File: src/rtl/e_muldiv.sv
// e_muldiv: execute-stage multiply/divide unit owning the HI/LO registers.
// Runs MULT/MULTU as a 32-step shift-add and DIV/DIVU as a radix-2 restoring
// divide on operand magnitudes, followed by a one-cycle sign-fix step.
// Optional build macro: MULDIV_FAST_MUL_EN selects a single-cycle multiplier.
module e_muldiv #(
    parameter int DIV_ITERS = 32
) (
    input  logic        clk,
    input  logic        resetn,
    input  logic        req,
    input  logic [2:0]  op,
    input  logic [31:0] a,
    input  logic [31:0] b,
    input  logic        flush,
    output logic        busy,
    output logic        done,
    output logic [31:0] hi,
    output logic [31:0] lo
);

    typedef enum logic [2:0] {
        OP_NONE  = 3'd0,
        OP_MULT  = 3'd1,
        OP_MULTU = 3'd2,
        OP_DIV   = 3'd3,
        OP_DIVU  = 3'd4,
        OP_MTHI  = 3'd5,
        OP_MTLO  = 3'd6,
        OP_RSVD  = 3'd7
    } op_t;

    typedef enum logic [1:0] {
        S_IDLE,
        S_MUL,
        S_DIV,
        S_FIX
    } state_t;

    localparam int MUL_ITERS = 32;
    localparam int CNT_W     = $clog2(DIV_ITERS + 1);

    state_t           state;
    state_t           state_nx;
    op_t              op_code;
    logic [CNT_W-1:0] count;
    // Multiply: {partial product, remaining multiplier bits}.
    // Divide:   {partial remainder, dividend bits shifting into quotient}.
    logic [63:0]      acc;
    logic [31:0]      operand;     // multiplicand or divisor magnitude
    logic [31:0]      dividend;    // raw dividend, returned in HI on divide by zero
    logic             neg_res;     // negate product / quotient
    logic             neg_rem;     // negate remainder (dividend was negative)
    logic             div_zero;

    logic             is_signed;
    logic             is_mul;
    logic             is_div;
    logic             start;
    logic             mul_last;
    logic             div_last;
    logic             mul_wr;
    logic             div_wr;
    logic             mthi_wr;
    logic             mtlo_wr;
    logic [31:0]      mag_a;
    logic [31:0]      mag_b;
    logic [32:0]      mul_sum;
    logic [63:0]      mul_next;
    logic [63:0]      mul_res;
    logic [33:0]      div_trial;
    logic [63:0]      div_next;
    logic [31:0]      quo_fix;
    logic [31:0]      rem_fix;

    assign op_code   = op_t'(op);
    assign is_signed = (op_code == OP_MULT) || (op_code == OP_DIV);
    assign is_mul    = (op_code == OP_MULT) || (op_code == OP_MULTU);
    assign is_div    = (op_code == OP_DIV)  || (op_code == OP_DIVU);
    assign mag_a     = (is_signed && a[31]) ? (~a + 32'd1) : a;
    assign mag_b     = (is_signed && b[31]) ? (~b + 32'd1) : b;

`ifdef MULDIV_FAST_MUL_EN
    assign mul_last  = 1'b1;
`else
    assign mul_last  = (count == CNT_W'(MUL_ITERS - 1));
`endif
    assign div_last  = (count == CNT_W'(DIV_ITERS - 1));

    // State register.
    always_ff @(posedge clk or negedge resetn) begin
        // NOTE: sequential state uses non-blocking (<=) so every register samples pre-edge values.
        if (!resetn) state <= S_IDLE;
        else         state <= state_nx;
    end

    // Next-state, write strobes and the combinational stall request.
    always_comb begin
        // NOTE: every output gets a default first so no path leaves a latch behind.
        state_nx = state;
        start    = 1'b0;
        mul_wr   = 1'b0;
        div_wr   = 1'b0;
        mthi_wr  = 1'b0;
        mtlo_wr  = 1'b0;
        case (state)
            S_IDLE: begin
                if (req && !flush) begin
                    if (is_mul) begin
                        state_nx = S_MUL;
                        start    = 1'b1;
                    end else if (is_div) begin
                        state_nx = S_DIV;
                        start    = 1'b1;
                    end else if (op_code == OP_MTHI) begin
                        mthi_wr  = 1'b1;
                    end else if (op_code == OP_MTLO) begin
                        mtlo_wr  = 1'b1;
                    end
                end
            end
            S_MUL: begin
                if (flush) begin
                    state_nx = S_IDLE;
                end else if (mul_last) begin
                    state_nx = S_IDLE;
                    mul_wr   = 1'b1;
                end
            end
            S_DIV: begin
                if (flush)         state_nx = S_IDLE;
                else if (div_last) state_nx = S_FIX;
            end
            S_FIX: begin
                state_nx = S_IDLE;
                div_wr   = !flush;
            end
            default: state_nx = S_IDLE;
        endcase
        // Stall already in the accept cycle so the pipeline holds the instruction.
        busy = (state != S_IDLE) || (req && !flush && (is_mul || is_div));
    end

    // One multiply step, one divide step, and the sign-corrected results.
    always_comb begin
        mul_sum = {1'b0, acc[63:32]} + (acc[0] ? {1'b0, operand} : 33'd0);
`ifdef MULDIV_FAST_MUL_EN
        mul_next = {32'd0, operand} * {32'd0, acc[31:0]};
`else
        mul_next = {mul_sum, acc[31:1]};
`endif
        mul_res = neg_res ? (~mul_next + 64'd1) : mul_next;

        // 34 bits: with unsigned divisors the shifted remainder can reach 33 bits.
        div_trial = {1'b0, acc[63:32], acc[31]} - {2'b00, operand};
        div_next  = div_trial[33] ? {acc[62:0], 1'b0}
                                  : {div_trial[31:0], acc[30:0], 1'b1};

        if (div_zero) begin
            quo_fix = 32'hFFFF_FFFF;
            rem_fix = dividend;
        end else begin
            quo_fix = neg_res ? (~acc[31:0]  + 32'd1) : acc[31:0];
            rem_fix = neg_rem ? (~acc[63:32] + 32'd1) : acc[63:32];
        end
    end

    // Operand latch, iteration datapath, HI/LO and the done pulse.
    always_ff @(posedge clk or negedge resetn) begin
        if (!resetn) begin
            hi       <= 32'd0;
            lo       <= 32'd0;
            done     <= 1'b0;
            count    <= '0;
            acc      <= 64'd0;
            operand  <= 32'd0;
            dividend <= 32'd0;
            neg_res  <= 1'b0;
            neg_rem  <= 1'b0;
            div_zero <= 1'b0;
        end else begin
            done <= mul_wr || div_wr;

            if (start) begin
                count    <= '0;
                operand  <= is_div ? mag_b : mag_a;
                acc      <= {32'd0, is_div ? mag_a : mag_b};
                neg_res  <= is_signed && (a[31] ^ b[31]);
                neg_rem  <= is_signed && a[31];
                div_zero <= (b == 32'd0);
                dividend <= a;
            end else if (state == S_MUL) begin
                acc   <= mul_next;
                count <= count + 1'b1;
            end else if (state == S_DIV) begin
                acc   <= div_next;
                count <= count + 1'b1;
            end

            if (mul_wr) begin
                hi <= mul_res[63:32];
                lo <= mul_res[31:0];
            end
            if (div_wr) begin
                hi <= rem_fix;
                lo <= quo_fix;
            end
            if (mthi_wr) hi <= a;
            if (mtlo_wr) lo <= a;
        end
    end

endmodule
File: config.mk
export PLATFORM = sky130hd
export DESIGN_NAME = e_muldiv
export DESIGN_NICKNAME = d
export VERILOG_FILES = /design/src/rtl/e_muldiv.sv
export SDC_FILE = /design/constraint.sdc
export NUM_CORES = 1
export LEC_CHECK = 0
export BUFFER_PORTS_ARGS = -buffer_cell sky130_fd_sc_hd__buf_2
export CAP_MARGIN = 5
export CORE_MARGIN = 8
export CORE_UTILIZATION = 55
export DETAILED_ROUTE_END_ITERATION = 10
export PLACE_DENSITY = 0.77
export SLEW_MARGIN = 40
export SYNTH_ARGS = -nofsm -noshare
export SYNTH_HDL_FRONTEND = slang
export SYNTH_SLANG_ARGS = --single-unit
File: constraint.sdc
create_clock -name clk -period 14.2 [get_ports clk]
set_input_delay 0.71 -clock clk [delete_from_list [all_inputs] [get_ports clk]]
set_output_delay 0.71 -clock clk [all_outputs]
set_load 0.005 [all_outputs]
Word level (Yosys, flattened, before mapping):

Cells that the tools add are included.

* bitwise logic cells: 6
* mux-type cells: 50
* add/subtract/negate cells: 8
* equality and inequality tests: 14
* reductions and logical operators: 19

Operators with widths (count)
* $mux W32: 15
* $mux W64: 5
* $add A32 B1 Y32 const B: 4
* $not A32 Y32: 4
* $add A64 B1 Y64 const B: 1
* $not A64 Y64: 1
* $sub A33 B32 Y34: 1
* $add A32 B32 Y33: 1
* $logic_not A32 Y1: 1
* $mux W1: 19
* $mux W6: 3
* $mux W2: 7
* $eq A3 B3 Y1 const B: 3
* $ne A3 B3 Y1 const B: 3
* $reduce_bool A3 Y1: 3
* $pmux W2 S4: 1
* $add A6 B1 Y6 const B: 1
* $eq A3 B2 Y1 const B: 2
* $eq A6 B5 Y1 const B: 1
* $logic_or A1 B1 Y1: 6
* $logic_and A1 B1 Y1: 5
* $eq A2 B2 Y1 const B: 2
* $reduce_and A4 Y1: 1
* $eq A3 B1 Y1 const B: 1
* 6 further kinds: 6

* bits in registers: 204
* bits of input ports: 71

Depth between registers and ports, before layout:

* word-level depth: 8
* gate-level depth with buffers: 19
* depth with buffers taken out: 14

Least setup slack after synthesis:

OpenSTA, ideal clock, no wires.

* kind: reg-to-reg
* from: register acc[0]
* to: register hi[31]
* library setup time: 128 ps
* arrival time: 4894 ps
* path buffers: 5
* slack: 9178 ps
* cell stages (with the launch flop): 20
* cell sequence: dfrtp_1 -> clkbuf_1 -> clkinv_1 -> clkbuf_1 -> nor2_1 -> ha_1 -> clkbuf_1 -> o21a_1 -> a2111oi_2 -> nor3_1 -> or3b_1 -> clkbuf_1 -> o21a_1 -> xor2_1 -> or4_1 -> clkbuf_1 -> or4_4 -> o41ai_4 -> xnor2_1 -> o22ai_1

* cells in the longest elaborated chain, start to end: 8

Ends and longest elaborated chain
* from (decl): line 48 `logic [63:0] acc;`
* from (signal assigned): line 186 `acc <= {32'd0, is_div ? mag_a : mag_b};`
* from (signal assigned): line 192 `acc <= mul_next;`
* from (signal assigned): line 195 `acc <= div_next;`
* $mux W32 *: line 145 `mul_sum = {1'b0, acc[63:32]} + (acc[0] ? {1'b0, operand} : 33'd0);`
* $add A32 B32 Y33 *: line 145
* $not A64 Y64: line 151 `mul_res = neg_res ? (~mul_next + 64'd1) : mul_next;`
* $add A64 B1 Y64: line 151
* $mux W64 *: line 151
* $mux W32 *: line 199 `if (mul_wr) begin`
* $mux W32 *: line 203 `if (div_wr) begin`
* $mux W32 *: line 207 `if (mthi_wr) hi <= a;`
* to (signal assigned): line 200 `hi <= mul_res[63:32];`
* to (signal assigned): line 204 `hi <= rem_fix;`
* to (decl): line 17 `output logic [31:0] hi,`

Every way passes the cells marked *; elsewhere a longest branch is shown, timed or not. The select of a mux whose other input is x is not followed.
A chain may end at the register's enable or synchronous reset.

Worst setup path after layout:

* from: register acc[0]
* to: register hi[30]

The elaborated chain is that of the path after synthesis.

==> flow_summary.json <==
{
  "clock_latency_of_the_later_clocked_register_in_the_worst_skew_pair_ns": 0.54,
  "cts_sinks": 204,
  "cap_viol_max_count": 0,
  "synth_top_area_share_pct": 28.1,
  "critical_path_fanouts_max": 24,
  "area_fraction_in_and_or_nand_and_nor_cells_after_synthesis_pct": 19.0,
  "routed_wl_um": 69400,
  "globalplace.congestion": 0.969,
  "htree_levels": 1,
  "synth_nets": 2479,
  "post_layout_cell_count": 2804,
  "synth_flop_cell": "dfrtp_1",
  "coreArea_mm2": 0.0325,
  "boundaryPins": 137,
  "endpoint_kind": "flip-flop",
  "synth_compound_gate_area_share_pct": 27.0,
  "final_antenna_net_count": 0,
  "numPlacedInstances": 2759,
  "outcome": "complete, no violations",
  "vdd_ir_drop_max_mv": 0.0841,
  "buffer_ports.inserted": 136,
  "reg2reg_setup_slack_ns": 8.12,
  "maximum_number_of_pins_on_one_net_before_global_route_repair": 93,
  "report.power.total_mw": 4.10,
  "async_reset_ff_share_pct": 100,
  "main_combinational_cell_family_by_area_after_synthesis": "compound AO/OA/AOI/OAI gates",
  "dr.first_iter.drc_count": 2666,
  "fmax_mhz": 164,
  "fin_setup_tns_ns": 0,
  "routed_wire_length_per_instance_um": 24.8,
  "n_antenna_cell": 0,
  "postSynthCellCount": 2336,
  "clock_tree.root_cell": "clkbuf_16",
  "worstPathRequired_ns": 14.64,
  "die_height_um": 198,
  "detailed_place_hpwl_um": 52000,
  "detail_route.vias_per_cell": 6.68,
  "rsz0062_at_grt": "false",
  "synth_mux_area_share_pct": 4.58,
  "synth-warning-count": 0,
  "dieArea_mm2": 0.0391,
  "crit_type": "reg2reg",
  "flow.area_growth_from_synthesis_pct": 8.86,
  "cts_max_path_buffers": 3,
  "setup_viol_count_final": 0,
  "initial_utilization_pct": 55.8,
  "synth-xor-area-share_pct": 11.2,
  "synth-seq-area-share_pct": 28.1,
  "worst_pin_slew_ns": 0.816,
  "path_clk_slew_ns": 0.07,
  "hold_path.class": "in2async",
  "first_global_vias": 16800,
  "core.rowCount": 66,
  "startpoint_type": "flip-flop",
  "dr.pass1.iters": 6,
  "slew_violations": 0,
  "utilization_pct": 60.8,
  "rr_startpoint": "acc[0]",
  "post_synth.cell_area_avg_um2": 7.78,
  "grt_overflow_total": 0,
  "layout_setup_ws_ns": 8.12,
  "synth_area_mm2": 0.0182,
  "synth_cell_types": 83,
  "detail_route.drc_violations": 0,
  "grtUsageTotal_pct": 34.3,
  "cts_setup_buffers": 0,
  "num_cts_buffers": 24,
  "placement.setup.worst_slack_ns": 8.24,
  "post-route-period-util_pct": 42.8,
  "cts_tree": "yes",
  "antenna_found_initial": 0,
  "final.min_clock_period_ns": 6.08,
  "power.density_cell_area_mw_per_mm2": 207,
  "synth.top_cells.by_area": "dfrtp_1 (28%), nand2_1 (6.8%), xnor2_1 (5.9%), o21ai_0 (5.9%), xor2_1 (5.3%)",
  "finish.net_count": 2487,
  "postCtsResizedCells": 0,
  "hold_violations": 0,
  "dieWidth_um": 198,
  "critical_path.reg2reg.endpoint": "hi[30]",
  "num_vias": 18700,
  "cts-hold-fix-buffers": 0,
  "max-slew-margin-rel_pct": 45.6,
  "ys_ff_latch": 204,
  "timing.clock.skew_ns": 0.0184,
  "drive_gt1_share_pct": 11.5,
  "critPathArrivalTime_ns": 6.52,
  "yosys.area_share.adder_pct": 5.04,
  "synth_enable_flop_cells": 0,
  "synth_top_area_cell": "dfrtp_1",
  "rr_worst_depth": 15,
  "power.leakage_nw": 8.49,
  "wire_length_of_the_first_global_routing_pass_um": 104000
}
-- worst max path at each step --
stage                       from     end  slack (ns)
final                     acc[0]  hi[30]        8.12
after global routing      acc[0]  hi[30]        7.78
after CTS                 acc[0]  hi[31]        8.19
after detailed placement  acc[0]  hi[31]        8.24
after global placement    acc[0]  hi[31]        8.36
after floorplan           acc[0]  hi[31]        9.18
-- worst max-delay path: stages (launching register included) --
cell and delay [ns]:
dfrtp_1 0.64, clkinv_1 0.76, buf_4 0.47, nor2_1 0.21, ha_1 0.29, a211o_1 0.31
a21o_1 0.17, a2111oi_0 0.39, o21ai_0 0.28, a31oi_1 0.25, xnor2_1 0.19, or4_1 0.69
or4_1 0.61, o41ai_1 0.39, nor2_1 0.10, nor3_1 0.20
-- synth_stat cells, types with 5 or more instances --
| cell | n |
|---|---|
| nand2b_1 | 15 |
| a21boi_0 | 6 |
| mux2i_1 | 49 |
| o211ai_1 | 53 |
| nor2_1 | 192 |
| a221o_1 | 17 |
| and3_1 | 24 |
| o21a_1 | 16 |
| and4_1 | 6 |
| mux2_2 | 8 |
| o31a_1 | 5 |
| dfrtp_1 | 204 |
| a21oi_1 | 179 |
| or2_2 | 7 |
| nor3_1 | 35 |
| ha_1 | 70 |
| nand4_1 | 13 |
| or4_1 | 16 |
| a21o_1 | 21 |
| a31o_2 | 5 |
| or3_1 | 21 |
| o22ai_1 | 30 |
| nor2b_1 | 16 |
| mux4_2 | 10 |
| o31ai_1 | 41 |
| and2_1 | 16 |
| o21ai_0 | 214 |
| o41ai_1 | 14 |
| inv_1 | 62 |
| nand2_1 | 327 |
| a221oi_1 | 46 |
| clkbuf_1 | 153 |
| buf_1 | 20 |
| nand3_1 | 24 |
| o21bai_1 | 6 |
| xor2_1 | 109 |
| nor4_1 | 21 |
| a31oi_1 | 21 |
| xnor2_1 | 123 |
| a211oi_1 | 34 |
| a22oi_1 | 18 |
-- stage by stage --
| stage | hold WS [ns] | area, um2 |
|---|---|---|
| 6_report | 0.117 | 19800 |
| 5_1_grt | 0.167 | 19800 |
| 4_1_cts | 0.278 | 19700 |
| 3_5_place_dp | 0.465 | 19000 |
| 3_3_place_gp | 0.457 | 19000 |
| 2_1_floorplan | 0.414 | 18200 |
-- registers in the layout, indices dropped and copies added, names as in the netlist --
register  flops
done          1
neg_rem       1
lo           32
div_zero      1
state         2
neg_res       1
acc          64
hi           32
operand      32
count         6
dividend     32
-- cells in the final DEF (no fill, tap or decap), types with 17 or more instances in the layout --
cell,synthesis,routed
a211oi_1,34,34
a21o_1,21,21
a21oi_1,179,179
a221o_1,17,17
a221oi_1,46,46
a22oi_1,18,18
a31oi_1,21,21
and3_1,24,24
buf_2,2,135
buf_4,1,21
clkbuf_16,0,25
dfrtp_1,204,201
ha_1,70,70
inv_1,62,62
mux2i_1,49,49
nand2_1,327,325
nand3_1,24,24
nor2_1,192,186
nor3_1,35,34
nor4_1,21,20
o211ai_1,53,53
o21ai_0,214,212
o22ai_1,30,30
o31ai_1,41,41
or3_1,21,21
xnor2_1,123,123
xor2_1,109,109
-- power breakdown --
| part | internal [mW] | switching [mW] |
|---|---|---|
| clock network | 0.337 | 0.269 |
| logic | 0.918 | 1.39 |
| registers | 0.806 | 0.385 |
-- metal layers --
| metal | track usage [%] | up-vias | routed length (um) | share of wire, % |
|---|---|---|---|---|
| met4 | 11.6 | 0 | 2790 | 4.0 |
| met5 | 0 | - | 0 | 0 |
| met1 | 50.5 | 8880 | 28800 | 41 |
| met2 | 47.8 | 1210 | 27900 | 40 |
| li1 | - | 8483 | - | - |
| met3 | 8.73 | 153 | 9930 | 14 |
-- logic make-up after synthesis --
| kind of cell | count (synthesis) |
|---|---|
| compound gates | 763 |
| simple gates | 754 |
| buf+inv | 243 |
| xor+xnor | 232 |
| flops | 204 |
| fa+ha+maj | 72 |
| mux | 68 |
-- cell type report --
type | count | area (um2)
fillers | 2973 | 12800
multi-input cells | 1889 | 12200
flip-flops and latches | 204 | 5110
repair buffers | 160 | 890
clock buffers | 30 | 674
well taps | 442 | 553
inverters | 65 | 244
clock inverters | 14 | 80.1
Power figures use the tool's default switching activity.
